===== src/rtl/gt_cache_refill_ctrl.sv =====
// Read sequencer above GT_cache: probes the cache, refills a missing line from memory byte by byte, re-probes, returns the byte.
// Optional GT_REFILL_STATS_EN adds saturating hit/miss/error counters.
module gt_cache_refill_ctrl #(
  parameter int ADDR_W      = 32,
  parameter int LINE_BYTES  = 16,
  parameter int MEM_TIMEOUT = 255
) (
  input  logic              CLK,
  input  logic              RST,
  input  logic              req_valid,
  input  logic [ADDR_W-1:0] req_addr,
  output logic              req_ready,
  output logic              resp_valid,
  input  logic              resp_ready,
  output logic [7:0]        resp_data,
  output logic              resp_err,
  output logic              lk_valid,
  output logic [ADDR_W-1:0] lk_addr,
  input  logic              hit,
  input  logic              miss,
  input  logic [7:0]        dataReturn,
  output logic              mem_req,
  output logic [ADDR_W-1:0] mem_addr,
  input  logic              mem_ack,
  input  logic              mem_valid,
  input  logic [7:0]        mem_data,
  output logic              fill_we,
  output logic [ADDR_W-1:0] fill_addr,
  output logic [7:0]        fill_data
`ifdef GT_REFILL_STATS_EN
  ,
  output logic [31:0]       hit_cnt,
  output logic [31:0]       miss_cnt,
  output logic [15:0]       err_cnt
`endif
);

  localparam int BEAT_W = $clog2(LINE_BYTES);
  localparam int TMR_W  = $clog2(MEM_TIMEOUT + 1);
  localparam logic [BEAT_W-1:0] LAST_BEAT = BEAT_W'(LINE_BYTES - 1);
  localparam logic [TMR_W-1:0]  TMR_LIMIT = TMR_W'(MEM_TIMEOUT);
  localparam logic [ADDR_W-1:0] LINE_MASK = ~(ADDR_W'(LINE_BYTES - 1));

  typedef enum logic [2:0] {
    S_IDLE, S_PROBE, S_PWAIT, S_MREQ, S_FILL, S_ERR, S_RESP
  } state_t;

  state_t              state_q, state_d;
  logic [ADDR_W-1:0]   addr_q, addr_d;
  logic                retry_q, retry_d;
  logic [BEAT_W-1:0]   beat_q, beat_d;
  logic [TMR_W-1:0]    timer_q, timer_d, timer_inc;
  logic [7:0]          resp_data_q, resp_data_d;
  logic                resp_err_q, resp_err_d;
  logic                fill_we_q, fill_we_d;
  logic [ADDR_W-1:0]   fill_addr_q, fill_addr_d;
  logic [7:0]          fill_data_q, fill_data_d;

  assign timer_inc = timer_q + TMR_W'(1);

  always_comb begin
    state_d     = state_q;
    addr_d      = addr_q;
    retry_d     = retry_q;
    beat_d      = beat_q;
    timer_d     = timer_q;
    resp_data_d = resp_data_q;
    resp_err_d  = resp_err_q;
    fill_we_d   = 1'b0;
    fill_addr_d = fill_addr_q;
    fill_data_d = fill_data_q;
    case (state_q)
      S_IDLE: begin
        if (req_valid) begin
          addr_d  = req_addr;
          retry_d = 1'b0;
          state_d = S_PROBE;
        end
      end
      S_PROBE: state_d = S_PWAIT;
      S_PWAIT: begin
        // A simultaneous hit and miss is resolved as a miss.
        if (miss) begin
          if (retry_q) begin
            state_d = S_ERR;
          end else begin
            state_d = S_MREQ;
            timer_d = '0;
          end
        end else if (hit) begin
          resp_data_d = dataReturn;
          state_d     = S_RESP;
        end
      end
      S_MREQ: begin
        if (mem_ack) begin
          state_d = S_FILL;
          beat_d  = '0;
          timer_d = '0;
        end else if (timer_inc == TMR_LIMIT) begin
          state_d = S_ERR;
        end else begin
          timer_d = timer_inc;
        end
      end
      S_FILL: begin
        if (mem_valid) begin
          fill_we_d   = 1'b1;
          fill_addr_d = (addr_q & LINE_MASK) | ADDR_W'(beat_q);
          fill_data_d = mem_data;
          timer_d     = '0;
          beat_d      = beat_q + BEAT_W'(1);
          if (beat_q == LAST_BEAT) begin
            state_d = S_PROBE;
            retry_d = 1'b1;
          end
        end else if (timer_inc == TMR_LIMIT) begin
          state_d = S_ERR;
        end else begin
          timer_d = timer_inc;
        end
      end
      S_ERR: begin
        resp_err_d  = 1'b1;
        resp_data_d = 8'h00;
        state_d     = S_RESP;
      end
      S_RESP: begin
        if (resp_ready) begin
          resp_err_d = 1'b0;
          state_d    = S_IDLE;
        end
      end
      default: state_d = S_IDLE;
    endcase
  end

  always_ff @(posedge CLK) begin
    if (RST) begin
      state_q     <= S_IDLE;
      addr_q      <= '0;
      retry_q     <= 1'b0;
      beat_q      <= '0;
      timer_q     <= '0;
      resp_data_q <= '0;
      resp_err_q  <= 1'b0;
      fill_we_q   <= 1'b0;
      fill_addr_q <= '0;
      fill_data_q <= '0;
    end else begin
      state_q     <= state_d;
      addr_q      <= addr_d;
      retry_q     <= retry_d;
      beat_q      <= beat_d;
      timer_q     <= timer_d;
      resp_data_q <= resp_data_d;
      resp_err_q  <= resp_err_d;
      fill_we_q   <= fill_we_d;
      fill_addr_q <= fill_addr_d;
      fill_data_q <= fill_data_d;
    end
  end

  assign req_ready  = (state_q == S_IDLE);
  assign resp_valid = (state_q == S_RESP);
  assign resp_data  = resp_data_q;
  assign resp_err   = resp_err_q;
  assign lk_valid   = (state_q == S_PROBE);
  assign lk_addr    = addr_q;
  assign mem_req    = (state_q == S_MREQ);
  assign mem_addr   = addr_q & LINE_MASK;
  assign fill_we    = fill_we_q;
  assign fill_addr  = fill_addr_q;
  assign fill_data  = fill_data_q;

`ifdef GT_REFILL_STATS_EN
  logic [31:0] hit_cnt_q, hit_cnt_d;
  logic [31:0] miss_cnt_q, miss_cnt_d;
  logic [15:0] err_cnt_q, err_cnt_d;

  // Retry probes are excluded so each request counts at most once.
  always_comb begin
    hit_cnt_d  = hit_cnt_q;
    miss_cnt_d = miss_cnt_q;
    err_cnt_d  = err_cnt_q;
    if (state_q == S_PWAIT && !retry_q && hit && !miss && hit_cnt_q != '1)
      hit_cnt_d = hit_cnt_q + 32'd1;
    if (state_q == S_PWAIT && !retry_q && miss && miss_cnt_q != '1)
      miss_cnt_d = miss_cnt_q + 32'd1;
    if (state_d == S_ERR && state_q != S_ERR && err_cnt_q != '1)
      err_cnt_d = err_cnt_q + 16'd1;
  end

  always_ff @(posedge CLK) begin
    if (RST) begin
      hit_cnt_q  <= '0;
      miss_cnt_q <= '0;
      err_cnt_q  <= '0;
    end else begin
      hit_cnt_q  <= hit_cnt_d;
      miss_cnt_q <= miss_cnt_d;
      err_cnt_q  <= err_cnt_d;
    end
  end

  assign hit_cnt  = hit_cnt_q;
  assign miss_cnt = miss_cnt_q;
  assign err_cnt  = err_cnt_q;
`endif

endmodule


===== config.mk =====
export PLATFORM = sky130hd
export DESIGN_NAME = gt_cache_refill_ctrl
export DESIGN_NICKNAME = d
export VERILOG_FILES = /design/src/rtl/gt_cache_refill_ctrl.sv
export SDC_FILE = /design/constraint.sdc
export NUM_CORES = 1
export LEC_CHECK = 0
export CORE_ASPECT_RATIO = 1.2
export CORE_MARGIN = 2
export CORE_UTILIZATION = 47
export CTS_BUF_LIST = sky130_fd_sc_hd__clkbuf_8
export CTS_CLUSTER_DIAMETER = 30
export DETAILED_ROUTE_END_ITERATION = 10
export PLACE_DENSITY = 0.87
export SETUP_SLACK_MARGIN = 0.5
export SLEW_MARGIN = 20
export SYNTH_ARGS = -nofsm -noshare
export SYNTH_HDL_FRONTEND = slang
export SYNTH_SLANG_ARGS = --single-unit

===== constraint.sdc =====
create_clock -name CLK -period 2.8 [get_ports CLK]
set_input_delay 0.56 -clock CLK [delete_from_list [all_inputs] [get_ports CLK]]
set_output_delay 0.56 -clock CLK [all_outputs]
set_load 0.05 [all_outputs]

==> impl_summary.log, run 1 <==
INFO  metric run_status = finished clean
INFO  metric placement_rows = 37
INFO  metric highest-signal-layer = met4
INFO  metric worst_slew_margin = 53.5%
INFO  metric grt_antenna_before_repair = 0
INFO  metric setup-tns-final = 0 ps
INFO  metric timing.critical_path.from_type = flip-flop
INFO  metric syn_inst = 532
INFO  metric rr_worst_depth = 6
INFO  metric timing.final.crit_share = 78.2%
INFO  metric routed-wl-met3 = 741 microns
INFO  metric first_global_vias = 3835
INFO  metric wl_met2 = 5970 microns
INFO  metric yosysWarningCount = 0
INFO  metric power.sequential.fraction = 34.8%
INFO  metric ant_nets = 0
INFO  metric netlist_area = 0.00412 sq mm
INFO  metric final_max_slew_viol_count = 0
INFO  metric layout.cell_area.non_filler = 0.00590 sq mm
INFO  metric period_needed = 2190 ps
INFO  metric via_count = 3966
INFO  metric worst-endpoint-required = 2240 ps
INFO  metric critical_path.endpoint_type = output pin
INFO  metric die_w = 89.5 microns
INFO  metric dominantRegCellSynth = sky130_fd_sc_hd__dfxtp_1
INFO  metric comb_power_share = 45.4%
INFO  metric holdCritPathClass = reg -> reg
INFO  metric crit-reg2reg-capture = state_q[1]
INFO  metric vdd_ir_drop_max = 519 uV
INFO  metric design.die.area = 0.00953 sq mm
INFO  metric postPlaceCellArea = 0.00566 sq mm
INFO  metric synth_compound_gate_area_share = 17.1%
INFO  metric timing.hold.worst_path_depth = 2
INFO  metric holdPathEnd = lk_addr[1]
INFO  metric power.net_switching = 2.29 mW
INFO  metric routed_wire_length_per_instance = 14.7 microns
INFO  metric edff_count_synth = 0
INFO  metric groute.usage.overall = 23.9%
INFO  metric synth-adder-area-share = 0.911%
INFO  metric grt.overflow.total = 0
INFO  metric filler_cell_count = 721
INFO  metric final_nets = 714
INFO  metric regToRegStartpoint = timer_q[0]
INFO  metric first_iter_violations = 216
INFO  metric ff2ff_setup_slack = 610 ps
INFO  metric synth.yosys.seq_area_share = 47.6%
INFO  metric cts.path.max_buffers = 2
INFO  metric chipHeight = 107 microns
INFO  metric post_cts_buffers = 0
INFO  metric worst-slew-pin-transition = 698 ps
INFO  metric achievable-frequency = 457 MHz
INFO  metric grt_max_degree = 57
INFO  metric dp.final_hpwl = 8130 microns
INFO  metric cts_root_buf = sky130_fd_sc_hd__clkbuf_8
INFO  metric yosys.area_share.xor_xnor = 0.850%
INFO  metric worst_clock_skew = 6.36 ps
INFO  metric worst-path-max-fanout = 16
INFO  metric ioPinCount = 174
INFO  metric wl = 11400 microns
INFO  metric gp_congestion = 0.917
INFO  metric detail_route.vias_per_cell = 5.10
INFO  metric ys_async_sr_fraction = 0%
INFO  metric intPower = 2.84 mW
INFO  metric hold_viol = 0
INFO  metric timing.critical_path.arrival = 1630 ps
INFO  metric synth_area_in_simple_gates = 23.6%
INFO  metric postSynthRegisterBits = 98
INFO  metric synth_top_family_by_area = simple AND/OR/NAND/NOR gates
INFO  metric drive_above_1_share = 5.91%
INFO  metric cts_max_level = 3
INFO  metric synth_area_leaders = sky130_fd_sc_hd__dfxtp_1 48%, sky130_fd_sc_hd__nand2_1 15%, sky130_fd_sc_hd__a21oi_1 12%, sky130_fd_sc_hd__buf_4 5.8%, sky130_fd_sc_hd__clkbuf_1 2.6%
INFO  metric numCtsBuffers = 9
INFO  metric unrepaired_setup_endpoints_after_global_routing = yes
INFO  metric clk_latency = 370 ps
INFO  metric clk_transition_reported_paths = 90 ps
INFO  metric core-area = 0.00856 sq mm
INFO  metric postLayoutCoreUtil = 68.9%
INFO  metric diodes = 0
INFO  metric clock-sinks = 98
INFO  metric synthMuxAreaShare = 0%
INFO  metric detail_route.drc_violations = 0
INFO  metric start_util = 48.1%
INFO  metric power.density = 870 mW/mm^2
INFO  metric tritoncts_clock_tree = built
INFO  metric power.static_leakage = 2.01 nW
INFO  metric areaGrowthSynthToFinish = 43.2%
INFO  metric drv.max_cap_violation_count = 0
INFO  metric drt_pre_antenna_iters = 4
INFO  metric setup_viol_count_final = 0
INFO  metric post_synthesis_cell_type_count = 45
INFO  metric netSwitchingFraction = 44.7%
INFO  metric yosys.area.top_type = sky130_fd_sc_hd__dfxtp_1
INFO  metric synth_top_area_share = 47.6%
INFO  metric grt_first_pass_wirelength = 17600 microns
INFO  metric routedLengthMet1 = 4440 microns
INFO  metric final_cell_mix = 164 x sky130_fd_sc_hd__nand2_1, 163 x sky130_fd_sc_hd__clkdlybuf4s50_1, 95 x sky130_fd_sc_hd__a21oi_1, 95 x sky130_fd_sc_hd__dfxtp_1, 14 x sky130_fd_sc_hd__nand3_1
INFO  metric worst_hold_startpoint = lk_addr[1]
INFO  metric synthesized_area_per_cell = 7.74 sq um
INFO  metric power_frac_clock = 19.8%
INFO  metric timing.setup.critical_path_class = reg -> out
INFO  metric layout_commonest_cell = sky130_fd_sc_hd__nand2_1
INFO  metric port_buffers = 169
power by group through the flow:
stage                     Sequential, mW  Clock, mW  Combinational [mW]
after floorplan                     2.24          0                1.22
after global placement              1.80          0                2.30
after detailed placement            1.81          0                2.34
after CTS                           1.78       1.04                2.33
after global routing                1.82       1.09                2.46
final                               1.79       1.02                2.33
layer usage:
| layer | vias up | global-route usage [%] |
|---|---|---|
| met5 | - | 0 |
| met4 | 0 | 12.6 |
| met3 | 20 | 5.12 |
| met2 | 147 | 40.8 |
| met1 | 1818 | 27.1 |
| li1 | 1981 | - |
cells by family after synthesis:
logic type / after synthesis
buffers and inverters: 74
AOI/OAI and AO/OA: 125
DFF: 98
adders and majority gates: 3
other: 1
xor gates and xnor gates: 4
and+or+nand+nor: 227
registers in the layout (all words and copies together) (netlist names), 3 cells and up:
| signal | cells |
|---|---|
| beat_q | 4 |
| fill_addr | 32 |
| state_q | 3 |
| fill_data | 8 |
| lk_addr | 32 |
| timer_q | 8 |
| resp_data | 8 |
critical path: stages, from the launching register on:
cell	delay, ps
sky130_fd_sc_hd__dfxtp_2	420
sky130_fd_sc_hd__nor3_2	280
sky130_fd_sc_hd__dlygate4sd2_1	560
per-stage QoR:
stage / power, mW / worst slack (ps) / instances / hold slack [ps]
after CTS: 5.15 / 527 / 777 / 458
after global routing: 5.37 / 480 / 777 / 472
after global placement: 4.09 / 258 / 761 / 437
after floorplan: 3.46 / 495 / 535 / 445
after detailed placement: 4.15 / 182 / 761 / 447
final: 5.13 / 610 / 777 / 458
how the worst max path moves through the flow:
stage                       to  cells after the start        from  slack [ps]
global route        state_q[2]                      6  timer_q[0]         480
floorplan           resp_valid                      3  state_q[1]         500
global placement    timer_q[3]                      6     mem_ack         260
CTS                 timer_q[2]                      6  timer_q[0]         530
finish               req_ready                      2  state_q[2]         610
detailed placement  timer_q[3]                      6     mem_ack         180
cell usage after synthesis (all sizes together) (2+ instances only):
cell type,instances
nand2,164
dfxtp,98
a21oi,95
buf,37
clkbuf,29
nand3,15
nor2,13
inv,8
o21ai,8
and2,7
nor3,6
xnor2,4
ha,3
o31a,3
or3,3
a211oi,2
a21bo,2
a221oi,2
nand2b,2
nand3b,2
nand4,2
nand4b,2
nor4,2
nor4b,2
o21a,2
or4,2
final cells by class:
| type | instances | area [sq um] | share of cell area, % |
|---|---|---|---|
| flip-flops and latches | 98 | 1970 | 33.3 |
| multi-input cells | 363 | 1790 | 30.4 |
| repair buffers | 175 | 1740 | 29.5 |
| well taps | 117 | 146 | 2.48 |
| clock buffers | 10 | 138 | 2.33 |
| clock inverters | 6 | 88.8 | 1.51 |
| inverters | 8 | 30.0 | 0.509 |
what timing repair did:
item / CTS / global route
gates cloned: 0 / 0
pin swaps: 0 / 0
resized for setup: 11 / 5
hold buffers: 0 / 0
setup endpoints to repair: 5 / 4
endpoints found under the hold margin: 0 / 0
(Power assumes the default switching activity.)
==> run 2, diff against run 1 <==
--- a/config.mk
+++ b/config.mk
@@ -7,11 +7,11 @@
 export LEC_CHECK = 0
 export CORE_ASPECT_RATIO = 1.2
 export CORE_MARGIN = 2
-export CORE_UTILIZATION = 47
+export CORE_UTILIZATION = 40
 export CTS_BUF_LIST = sky130_fd_sc_hd__clkbuf_8
 export CTS_CLUSTER_DIAMETER = 30
 export DETAILED_ROUTE_END_ITERATION = 10
-export PLACE_DENSITY = 0.87
+export PLACE_DENSITY = 0.79
 export SETUP_SLACK_MARGIN = 0.5
 export SLEW_MARGIN = 20
 export SYNTH_ARGS = -nofsm -noshare
==> constraint.sdc (replaced) <==
create_clock -name CLK -period 1.92 [get_ports CLK]
set_input_delay 0.384 -clock CLK [delete_from_list [all_inputs] [get_ports CLK]]
set_output_delay 0.384 -clock CLK [all_outputs]
set_load 0.05 [all_outputs]
==> run 2 against run 1 <==
Compared with the run above: the run now ends with setup timing left; combinational power grew to 2.9 times the previous value; critical endpoint is now state_q[2]; global-route usage up 1.7 points; first-iteration DRC count down 0.93%; largest power group unchanged; highest routed layer unchanged; final area is 40% higher; hold slack better by 2.0 ps; non-clock buffer count rose by 82; sequential share of layout area decreased by 9.2 points.
==> impl_summary.log, run 2 (synthesis gave the netlist of run 1 again) <==
INFO  metric final_cell_mix = 90 x sky130_fd_sc_hd__buf_4, 85 x sky130_fd_sc_hd__nand2_4, 81 x sky130_fd_sc_hd__a21oi_2, 75 x sky130_fd_sc_hd__dfxtp_1, 63 x sky130_fd_sc_hd__nand2_1
INFO  metric grt_max_degree = 49 (-14%)
INFO  metric cts.path.max_buffers = 2 (unchanged)
INFO  metric worst_clock_skew = 10.4 ps (+4.04 ps)
INFO  metric hold_viol = 0 (unchanged)
INFO  metric routed_wire_length_per_instance = 20.6 microns (+40%)
INFO  metric ioPinCount = 174 (unchanged)
INFO  metric comb_power_share = 62.7% (+17 points)
INFO  metric final_cells = 867 (+12%)
INFO  metric first_global_vias = 4603 (+20%)
INFO  metric intPower = 5.95 mW (+110%)
INFO  metric multiInputGateArea = 0.00316 sq mm (+76%)
INFO  metric power.total = 10.8 mW (+110%)
INFO  metric start_util = 41.2% (-6.9 points)
INFO  metric netSwitchingFraction = 44.8% (+0.12 points)
INFO  metric timing.final.crit_share = 100%
INFO  metric design.die.area = 0.0111 sq mm (+17%)
INFO  metric vdd_ir_drop_max = 951 uV (+83%)
INFO  metric timing.critical_path.from_type = flip-flop
INFO  metric final_nets = 797 (+12%)
INFO  metric port_buffers = 169 (unchanged)
INFO  metric tritoncts_clock_tree = built
INFO  metric area_taken_by_flip_flops_and_latches = 0.00200 sq mm (+1.7%)
INFO  metric groute.usage.overall = 25.6% (+1.7 points)
INFO  metric power.sequential.fraction = 24.6% (-10 points)
INFO  metric cts_max_level = 3 (unchanged)
INFO  metric power.static_leakage = 3.46 nW (+72%)
INFO  metric holdCritPathClass = reg -> reg
INFO  metric timing.critical_path.arrival = 2220 ps (+590 ps)
INFO  metric cts_root_buf = sky130_fd_sc_hd__clkbuf_8
INFO  metric failing_checks = setup timing
INFO  metric ant_nets = 0 (unchanged)
INFO  metric clock-sinks = 98 (unchanged)
INFO  metric first_iter_violations = 214 (-0.93%)
INFO  metric layout_commonest_cell = sky130_fd_sc_hd__buf_4
INFO  metric chipHeight = 115 microns (+8.1%)
INFO  metric hold-worst-slack = 460 ps (+2.00 ps)
INFO  metric core-area = 0.0100 sq mm (+17%)
INFO  metric worst_slew_margin = 47.8% (-5.6 points)
INFO  metric wl = 17800 microns (+56%)
INFO  metric placement_rows = 40 (+8.1%)
INFO  metric run_status = finished with violations
INFO  metric dp.cells = 793 (+4.2%)
INFO  metric filler_cell_count = 526 (-27%)
INFO  metric worst-endpoint-required = 2210 ps (-30 ps)
INFO  metric worst-slew-pin-transition = 782 ps (+84.5 ps)
INFO  metric areaGrowthSynthToFinish = 101%
INFO  metric power.density = 1300 mW/mm^2 (+49%)
INFO  metric detail_route.drc_violations = 0 (unchanged)
INFO  metric gp_congestion = 0.837 (-8.7%)
INFO  metric power_frac_clock = 12.7% (-7.1 points)
INFO  metric via_count = 4808 (+21%)
INFO  metric unrepaired_setup_endpoints_after_global_routing = yes
INFO  metric diodes = 0 (unchanged)
INFO  metric pre_cts_slack = -359 ps (-541 ps)
INFO  metric clk_transition_reported_paths = 90 ps (about the same)
INFO  metric numCtsBuffers = 9 (unchanged)
INFO  metric period_needed = 1930 ps
INFO  metric drive_above_1_share = 64.1% (+58 points)
INFO  metric clk_latency = 370 ps (about the same)
INFO  metric drt_pre_antenna_iters = 4 (unchanged)
INFO  metric grt_first_pass_wirelength = 23100 microns (+31%)
INFO  metric setup_viol_count_final = 1 (+1)
INFO  metric worst-path-max-fanout = 5 (-11)
INFO  metric layout_setup_ws = -6.11 ps (-617 ps)
INFO  metric final_max_slew_viol_count = 0 (unchanged)
INFO  metric critical_path.endpoint_type = flip-flop
INFO  metric drv.max_cap_violation_count = 0 (unchanged)
INFO  metric grt.overflow.total = 0 (unchanged)
INFO  metric power.net_switching = 4.82 mW (+110%)
INFO  metric achievable-frequency = 519 MHz
INFO  metric cts_hold_buf = 0 (unchanged)
INFO  metric detail_route.vias_per_cell = 5.55 (+8.6%)
INFO  metric die_w = 96.7 microns (+8.0%)
INFO  metric grt_antenna_before_repair = 0 (unchanged)
INFO  metric dp.final_hpwl = 8780 microns (+8.0%)
INFO  metric timing.setup.critical_path_class = reg -> reg
-- run 2: cell type report --
class                      count  area share (%)
timing repair buffer         257            33.1
sequential                    98            24.1
multi-input combinational    364            38.1
inverter                       8           0.483
tap                          126            1.90
clock buffer                  10            1.66
clock inverter                 4           0.649
-- run 2: routing by layer --
metal	track usage, %	vias up	share of wire (%)
met3	5.41	56	5.8
met4	11.5	0	3.3
met5	0	-	0
met2	46.9	207	56
li1	-	2174	-
met1	28.7	2371	35
-- run 2: power groups by stage --
stage	Sequential, mW	Combinational [mW]	Clock, mW
4_1_cts	2.56	5.50	1.36
3_3_place_gp	2.56	3.79	0
2_1_floorplan	3.29	1.98	0
3_5_place_dp	2.58	3.84	0
5_1_grt	2.68	6.98	1.46
6_report	2.65	6.75	1.37
-- run 2: final timing paths --
path,from,end,slack (ps),cells after the start
worst max-delay path,timer_q[0],state_q[2],-6,6
worst min-delay path,resp_data[7],resp_data[7],460,2
worst max register to register,timer_q[0],state_q[2],-6,6
worst min register to register,resp_data[7],resp_data[7],460,2
-- run 2: stage by stage --
step | setup TNS, ps | utilization [%] | area (sq um)
3_5_place_dp | -2020 | 59.1 | 5920
3_3_place_gp | -1210 | 59.1 | 5920
2_1_floorplan | 0 | - | 4340
6_report | -6.11 | 82.8 | 8290
4_1_cts | 0 | 70.4 | 7050
5_1_grt | -103 | 82.8 | 8290
-- run 2: repair_timing --
item / in CTS / in global routing
pin swaps: 76 / 125
setup endpoints to repair: 174 / 132
gates cloned: 9 / 5
gates resized for setup: 542 / 312
setup buffers: 36 / 10
-- run 2: worst max-delay path, cell delays in order, from the launching register on --
cell                      delay (ps)
sky130_fd_sc_hd__dfxtp_4         390
sky130_fd_sc_hd__buf_6           120
sky130_fd_sc_hd__and2_4          180
sky130_fd_sc_hd__xnor2_1         130
sky130_fd_sc_hd__o31a_1          330
sky130_fd_sc_hd__or4_4           550
sky130_fd_sc_hd__a31oi_1         150
